## src/rtl/huffman_decoder.sv

```systemverilog
// Serial Huffman bitstream decoder: loads a (symbol, length, code) table, then
// consumes one code bit per handshake and emits one symbol per matched codeword.
module huffman_decoder #(
    parameter int BIT_WIDTH = 8,
    parameter int NUM_ENT   = 16,
    parameter int MAX_LEN   = 8,
    parameter int TB_WIDTH  = 11
) (
    input  logic                         clk_i,
    input  logic                         rst_i,
    input  logic                         tbl_we_i,
    input  logic                         tbl_clr_i,
    input  logic [$clog2(NUM_ENT)-1:0]   tbl_idx_i,
    input  logic [BIT_WIDTH-1:0]         tbl_sym_i,
    input  logic [$clog2(MAX_LEN+1)-1:0] tbl_len_i,
    input  logic [MAX_LEN-1:0]           tbl_code_i,
    input  logic                         start_i,
    input  logic [TB_WIDTH-1:0]          total_bit_i,
    input  logic                         bit_valid_i,
    input  logic                         bit_i,
    output logic                         bit_ready_o,
    output logic                         char_valid_o,
    output logic [BIT_WIDTH-1:0]         char_o,
    input  logic                         char_ready_i,
    output logic                         busy_o,
    output logic                         done_de_o,
    output logic                         err_o,
    output logic [2:0]                   dbg_state_o
);
    localparam int LW = $clog2(MAX_LEN + 1);

    // Handshakes: a bit transfers on a rising edge where bit_valid_i && bit_ready_o;
    // a character transfers on a rising edge where char_valid_o && char_ready_i.
    typedef enum logic [2:0] {
        S_IDLE  = 3'd0,
        S_SHIFT = 3'd1,
        S_CHECK = 3'd2,
        S_EMIT  = 3'd3,
        S_DONE  = 3'd4,
        S_ERR   = 3'd5
    } state_t;

    state_t                 r_state;
    state_t                 w_next;
    logic [NUM_ENT-1:0]     r_vld;
    logic [BIT_WIDTH-1:0]   r_sym  [NUM_ENT];
    logic [LW-1:0]          r_elen [NUM_ENT];
    logic [MAX_LEN-1:0]     r_code [NUM_ENT];
    logic [MAX_LEN-1:0]     r_acc;
    logic [LW-1:0]          r_len;
    logic [TB_WIDTH-1:0]    r_rem;
    logic [BIT_WIDTH-1:0]   r_char;
    logic [MAX_LEN-1:0]     w_mask;
    logic                   w_hit;
    logic [BIT_WIDTH-1:0]   w_hit_sym;
    logic                   w_busy;

    assign w_busy = (r_state == S_SHIFT) || (r_state == S_CHECK) || (r_state == S_EMIT);

    // Only the low r_len bits of the accumulator and of each code take part;
    // scanning from the top index down leaves the lowest hitting index in place.
    always_comb begin
        w_mask    = '0;
        w_hit     = 1'b0;
        w_hit_sym = '0;
        for (int b = 0; b < MAX_LEN; b++) begin
            w_mask[b] = (LW'(b) < r_len);
        end
        for (int i = NUM_ENT - 1; i >= 0; i--) begin
            if (r_vld[i] && (r_elen[i] == r_len) && (((r_code[i] ^ r_acc) & w_mask) == '0)) begin
                w_hit     = 1'b1;
                w_hit_sym = r_sym[i];
            end
        end
    end

    always_ff @(posedge clk_i or posedge rst_i) begin
        if (rst_i) begin
            r_state <= S_IDLE;
        end else begin
            r_state <= w_next;
        end
    end

    always_comb begin
        w_next = r_state;
        case (r_state)
            S_IDLE, S_DONE, S_ERR: begin
                if (start_i) w_next = (total_bit_i == '0) ? S_DONE : S_SHIFT;
            end
            S_SHIFT: begin
                if (bit_valid_i) w_next = S_CHECK;
            end
            S_CHECK: begin
                if (w_hit)                                         w_next = S_EMIT;
                else if ((r_len == LW'(MAX_LEN)) || (r_rem == '0)) w_next = S_ERR;
                else                                               w_next = S_SHIFT;
            end
            S_EMIT: begin
                if (char_ready_i) w_next = (r_rem == '0) ? S_DONE : S_SHIFT;
            end
            default: w_next = S_IDLE;
        endcase
    end

    always_ff @(posedge clk_i or posedge rst_i) begin
        if (rst_i) begin
            r_vld <= '0;
            for (int i = 0; i < NUM_ENT; i++) begin
                r_sym[i]  <= '0;
                r_elen[i] <= '0;
                r_code[i] <= '0;
            end
        end else if (!w_busy) begin
            if (tbl_clr_i) begin
                r_vld <= '0;
            end else if (tbl_we_i) begin
                r_sym[tbl_idx_i]  <= tbl_sym_i;
                r_elen[tbl_idx_i] <= tbl_len_i;
                r_code[tbl_idx_i] <= tbl_code_i;
                r_vld[tbl_idx_i]  <= (tbl_len_i != '0);
            end
        end
    end

    always_ff @(posedge clk_i or posedge rst_i) begin
        if (rst_i) begin
            r_acc  <= '0;
            r_len  <= '0;
            r_rem  <= '0;
            r_char <= '0;
        end else begin
            if (start_i && !w_busy) begin
                r_rem <= total_bit_i;
                r_acc <= '0;
                r_len <= '0;
            end
            if ((r_state == S_SHIFT) && bit_valid_i) begin
                r_acc <= {r_acc[MAX_LEN-2:0], bit_i};
                r_len <= r_len + LW'(1);
                if (r_rem != '0) r_rem <= r_rem - TB_WIDTH'(1);
            end
            if ((r_state == S_CHECK) && w_hit) begin
                r_char <= w_hit_sym;
            end
            if ((r_state == S_EMIT) && char_ready_i) begin
                r_acc <= '0;
                r_len <= '0;
            end
        end
    end

    assign bit_ready_o  = (r_state == S_SHIFT);
    assign char_valid_o = (r_state == S_EMIT);
    assign char_o       = r_char;
    assign busy_o       = w_busy;
    assign done_de_o    = (r_state == S_DONE);
    assign err_o        = (r_state == S_ERR);
    assign dbg_state_o  = r_state;

endmodule

```

## config.mk

```make
export PLATFORM = sky130hd
export DESIGN_NAME = huffman_decoder
export DESIGN_NICKNAME = d
export VERILOG_FILES = /design/src/rtl/huffman_decoder.sv
export SDC_FILE = /design/constraint.sdc
export NUM_CORES = 1
export LEC_CHECK = 0
export CORE_MARGIN = 1.5
export CORE_UTILIZATION = 55
export DETAILED_ROUTE_END_ITERATION = 12
export GPL_TIMING_DRIVEN = 0
export MAX_ROUTING_LAYER = met4
export PLACE_DENSITY = 0.69
export SLEW_MARGIN = 20
export SYNTH_ARGS = -nofsm -noshare
export SYNTH_HDL_FRONTEND = slang
export SYNTH_SLANG_ARGS = --single-unit
```

## constraint.sdc

```tcl
create_clock -name clk_i -period 27.7 [get_ports clk_i]
set_input_delay 2.77 -clock clk_i [delete_from_list [all_inputs] [get_ports clk_i]]
set_output_delay 2.77 -clock clk_i [all_outputs]
set_load 0.005 [all_outputs]
```

Yosys cells after proc, flatten, opt, wreduce, memory -nomap -nowiden --
Index checks and enable logic that the tools add are counted. Widths: inputs -> output; s select.
Cells by class: add/subtract/negate cells 2, magnitude comparators 12, equality and inequality tests 25, muxes and demuxes 61, bitwise logic cells 35, reductions and logical operators 69
Operators by type and width (number):
- $bwmux 128 | 2
- $mux 8 | 20
- $and 8x8->8 | 16
- $logic_not 8->1 | 16
- $xor 8x8->8 | 16
- $bwmux 64 | 1
- $eq 4x4->1 | 16
- $logic_and 1x1->1 | 38
- $mux 11 | 3
- $demux 8 s4 | 1
- $mux 16 | 2
- $logic_not 11->1 | 2
- $mux 3 | 7
- $mux 1 | 17
- $bwmux 16 | 1
- $demux 4 s4 | 1
- $lt 3x4->1 const A | 4
- $mux 4 | 4
- $pmux 3 s4 | 1
- $reduce_bool 11->1 | 1
- $sub 11x1->11 const B | 1
- $lt 1x4->1 const A | 2
- $lt 2x4->1 const A | 2
- $eq 3x2->1 const B | 2
- other kinds (22) | 28
Word-level totals: flip-flop bits (word level) 370, input bits 43, output and inout port bits 16

Longest topological paths before layout --
word-level depth 22, depth in mapped cells 16, gate-level depth less buffers 11

Worst setup path before layout --
OpenSTA, ideal clock, no wires.
path type in2reg, start point in tbl_idx_i[1], end point reg r_code[3] in the netlist's numbering, setup time 125 ps, data arrival time 4086 ps, data required time 27575 ps, path slack 23489 ps, stages 5, path through clkbuf_1 > nand2_1 > nor2_1 > clkbuf_1 > mux2_2
On the way: longest elaborated chain between the ends 6
Ends and longest elaborated chain:
- start, declared | line 13 | input logic [$clog2(NUM_ENT)-1:0] tbl_idx_i,
- $not 4->5 (implied by the code) (*) | line 120 | r_code[tbl_idx_i] <= tbl_code_i;
- $ge 5x5->1 (implied by the code) or $lt 5x1->1 (tied branches) | line 120
- $logic_and 1x1->1 (implied by the code) | line 120
- $mux 8 (implied by the code) | line 120
- $demux 8 s4 (*) | line 120
- $bwmux 128 (*) | line 120
- end signal, assigned by index | line 120
- end, declared | line 48 | logic [MAX_LEN-1:0] r_code [NUM_ENT];
Every way passes the cells marked *; elsewhere a longest branch is shown, timed or not. A chain may end at the register's enable or synchronous reset.

Worst setup path after layout --
start point reg r_len[1], end point reg r_char[7] (netlist: char_o[7])
On the way: longest elaborated chain between the ends 21
Ends and longest elaborated chain:
- start, declared | line 50 | logic [LW-1:0] r_len;
- start signal, assigned | line 140 | r_len <= r_len + LW'(1);
- $lt 1x4->1, or another cell as far along | line 67 | w_mask[b] = (LW'(b) < r_len);
- $and 8x8->8 | line 70 | if (r_vld[i] && (r_elen[i] == r_len) && (((r_code[i] ^ r_acc) & w_mask) == '0)) begin
- $logic_not 8->1 | line 70
- $logic_and 1x1->1 | line 70
- $mux 1 (16 in series) | line 70
- $logic_and 1x1->1 | line 143 | if ((r_state == S_CHECK) && w_hit) begin
- end signal, assigned | line 144 | r_char <= w_hit_sym;
- end, declared | line 52 | logic [BIT_WIDTH-1:0] r_char;
Parallel ways exist; a longest one is shown, timed or not.

==> impl.org <==
** Detailed routing
- Initial DRC count :: 939
- Vias after detailed routing :: 13,295
- Final wirelength :: 50,400 µm
- After detailed routing, the average wire length per cell comes to 23.0 µm.
- Routed length on met3 :: 2480 µm
- Number of remaining DRC errors :: 0
- Via density :: 6.08
- The count of nets left with antenna violations once routing finished came out at 0.
- The highest layer touched by signal routing is met4.
- After detailed routing, the met2 layer carries 24,300 µm of wire.
- The first detailed-routing pass ran for 5 iterations.
- After detailed routing, the wire length on met1 is 21,800 µm.

** Final layout
- Most used cells in the layout excluding fill and tap cells :: dfrtp_1 (370), mux2_2 (320), xnor2_1 (94), clkbuf_1 (86), xor2_1 (86)
- Fraction of layout instances using a drive strength above 1 :: 25.8%
- Most common library cell in the layout ignoring fill and taps :: dfrtp_1
- Post-route standard cell area excluding fillers :: 21,200 µm²
- The filler cells instantiated in the layout total 2,743.
- Antenna diode count :: 0
- For this run, the post-layout net count is 1,754.
- Relative to the synthesized area, the layout overhead comes to 14.4%.

** Clock tree
- The clock tree synthesis step divided the H-tree into 2 levels.
- For the worst-skew pair, the clock arrives at the later sink with an insertion delay of 550 ps.
- Buffers from clock root to sink, at most :: 3
- Num CTS Buffers :: 40
- Postcts setup bufs :: 0
- Quantity of gates resized following cts :: 0
- TritonCTS sink count :: 370
- CTS tree :: done
- Clock Root Buffer :: clkbuf_16
- Total of hold buffers inserted after clock tree synthesis :: 0
- Clock slew seen by the registers of the worst setup and hold paths :: 60 ps

** Worst setup path
- Data on the critical path is required at its endpoint by 28,140 ps.
- STA classifies the critical path startpoint as a flip-flop.
- Worst setup path start :: r_len[1]
- Critical path capture point type :: flip-flop
- The worst register-to-register path begins at r_len[1].
- Worst Path Max Fanout :: 10
- Worst path arrival time :: 5740 ps
- The worst setup path is of the reg2reg kind.

** Synthesis
- Post-Synthesis Cells :: 1,604
- Ys flop type :: dfrtp_1
- Counting distinct cell types in the post-synthesis netlist gives 79.
- Share of synthesized registers carrying an async set or reset :: 100%
- Yosys attributes the largest share of cell area to dfrtp_1 (50%), mux2_2 (19%), xnor2_1 (4.4%).
- Cell area after synthesis :: 18,600 µm²
- EDFF count, synth :: 0
- Counting flops and latches in the post-synthesis netlist gives 370.
- Number of warning messages in the yosys log :: 0
- Avg Synthesized Cell Area :: 11.6 µm²
- The number of nets in the synthesized netlist is 1,650.
- Synth top area share :: 49.9%
- Cell taking the most area after synthesis :: dfrtp_1
- After synthesis, flip-flops and latches occupy 49.9% of the total area.

** Global routing
- Wire length of the first global-routing pass :: 79,000 µm
- Via count of the first global-routing pass :: 13,586
- Global routing finished with a remaining overflow of 0.
- Initial antenna violation count :: 0
- In the global route stage, overall resource usage came out at 30.2%.
- Maximum number of pins on one net before global-route repair :: 96

** Job
- Total of max-cap violations :: 0

** Power
- Peak supply drop :: 0.0000479 V
- LEAKAGE :: 9.95 nW
- Cell Pwr Density :: 95.4 nW/µm²
- Summing internal, switching and leakage power gives 2.03 mW.

** Hold path
- The path class of the tightest hold or removal check is reg2reg.
- Hold Startpoint :: r_sym[63]

** Timing
- After routing, the total negative slack on setup checks comes to 0 ps.
- Derived from the worst setup path, the maximum achievable clock frequency is 189 MHz.
- The clock arrives with 19.7 ps of skew.
- Min Hold Slack :: 495 ps
- Max-slew violation count :: 0
- The worst path needs 5300 ps of the cycle, external delays included.
- Setup slack closes at 22,400 ps.
- Number of endpoints failing setup at the final stage :: 0
- Hold Vio Cnt, Final :: 0
- In this run the tightest slew margin relative to its limit is 23.5%.
- Post-route clock period utilization :: 19.1%
- For the pin with the worst max-slew slack, the measured transition is 1140 ps.
- Setup repair after global routing left no endpoint under its margin.

** Floorplan
- CORE AREA :: 33,400 µm²
- 59 I/O pins were placed.
- The floorplan step set the die height to 187 µm.
- Number of rows created at floorplan :: 67
- Initial Util :: 55.6%
- The die covers 34,800 µm².
- The die is 187 µm wide.

** Placement
- Number of buffers inserted by port buffering :: 58
- Detailed placement HPWL :: 37,100 µm
- OpenSTA, run right after detailed placement, puts the worst setup slack at 22,170 ps.
- Routability congestion estimate :: 0.930
- After detailed placement, the total cell area comes to 19,800 µm².

** Outcome
- The run finished with clean final reports.
through the flow:
stage / instances / utilization [%]
floorplan: 1604 / -
global placement: 2110 / 59.0
detailed placement: 2114 / 59.4
CTS: 2187 / 63.6
global route: 2187 / 63.6
finish: 2187 / 63.6
routing by layer:
layer	up-vias	global-route usage, %
li1	5964	-
met1	6857	39.2
met2	360	48.8
met3	114	4.25
met4	0	10.7
met5	-	-
registers in the layout, summed over array words and instances (netlist names):
register and flops:
char_o 8, r_vld 16, dbg_state_o 3, r_len 4
r_code 128, r_acc 8, r_elen 64, r_rem 11
r_sym 128
worst paths after layout:
path	cells past startpoint	end	slack [ps]
worst min register to register	1	r_sym[63]	490
min in group asynchronous	2	r_rem[0]	2640
worst max register to register	12	char_o[7]	22400
worst max-delay path	12	char_o[7]	22400
max in group asynchronous	5	r_elen[1]	23480
worst min-delay path	1	r_sym[63]	490
cell type report:
| class | count | area, µm² | share of cell area [%] |
|---|---|---|---|
| Multi-Input combinational cell | 1095 | 8680 | 40.9 |
| Clock buffer | 54 | 1140 | 5.39 |
| Sequential cell | 370 | 9260 | 43.6 |
| Buffer | 121 | 548 | 2.58 |
| Inverter | 18 | 75.1 | 0.354 |
| Clock inverter | 19 | 275 | 1.30 |
| Tap cell | 448 | 561 | 2.64 |
| Timing Repair Buffer | 62 | 691 | 3.25 |
power breakdown:
part | switching, mW | internal (mW)
clock | 0.225 | 0.348
sequential | 0.0985 | 0.690
combinational | 0.361 | 0.304
total | 0.685 | 1.34
worst max-delay path, cell delays in order (launching register included):
cell and delay [ps]:
dfrtp_1 500, buf_2 400, buf_2 440, inv_1 120, ha_1 260, nor2b_1 450
nor2_1 320, o2111ai_1 930, nor2_1 260, nor2_1 500, a41o_1 230, clkbuf_1 380
mux2_2 380
cell usage after synthesis, drive strengths merged (7+ instances only):
library cell	count
nand2b	11
nor4	12
nand4	16
xor2	86
a21oi	61
mux2	320
or3	13
or4	9
dfrtp	370
a222oi	9
buf	40
nor2b	8
and3	9
nand2	81
o21ai	51
o221ai	11
o22ai	33
nand3	25
or2	10
a221oi	13
o211ai	7
and2	9
clkbuf	81
o2111ai	7
nor3b	7
inv	18
nor3	34
nor2	78
xnor2	94
cell families after synthesis:
logic type               after synthesis  synth area share, %
AO/OA/AOI/OAI                        253                 9.28
XOR/XNOR                             180                 8.50
adder cells (fa/ha/maj)                3                0.202
buffers and inverters                139                 3.32
flip-flops                           370                 49.9
multiplexers                         322                 19.5
AND/OR/NAND/NOR                      337                 9.28
Power figures use the tool's default switching activity.
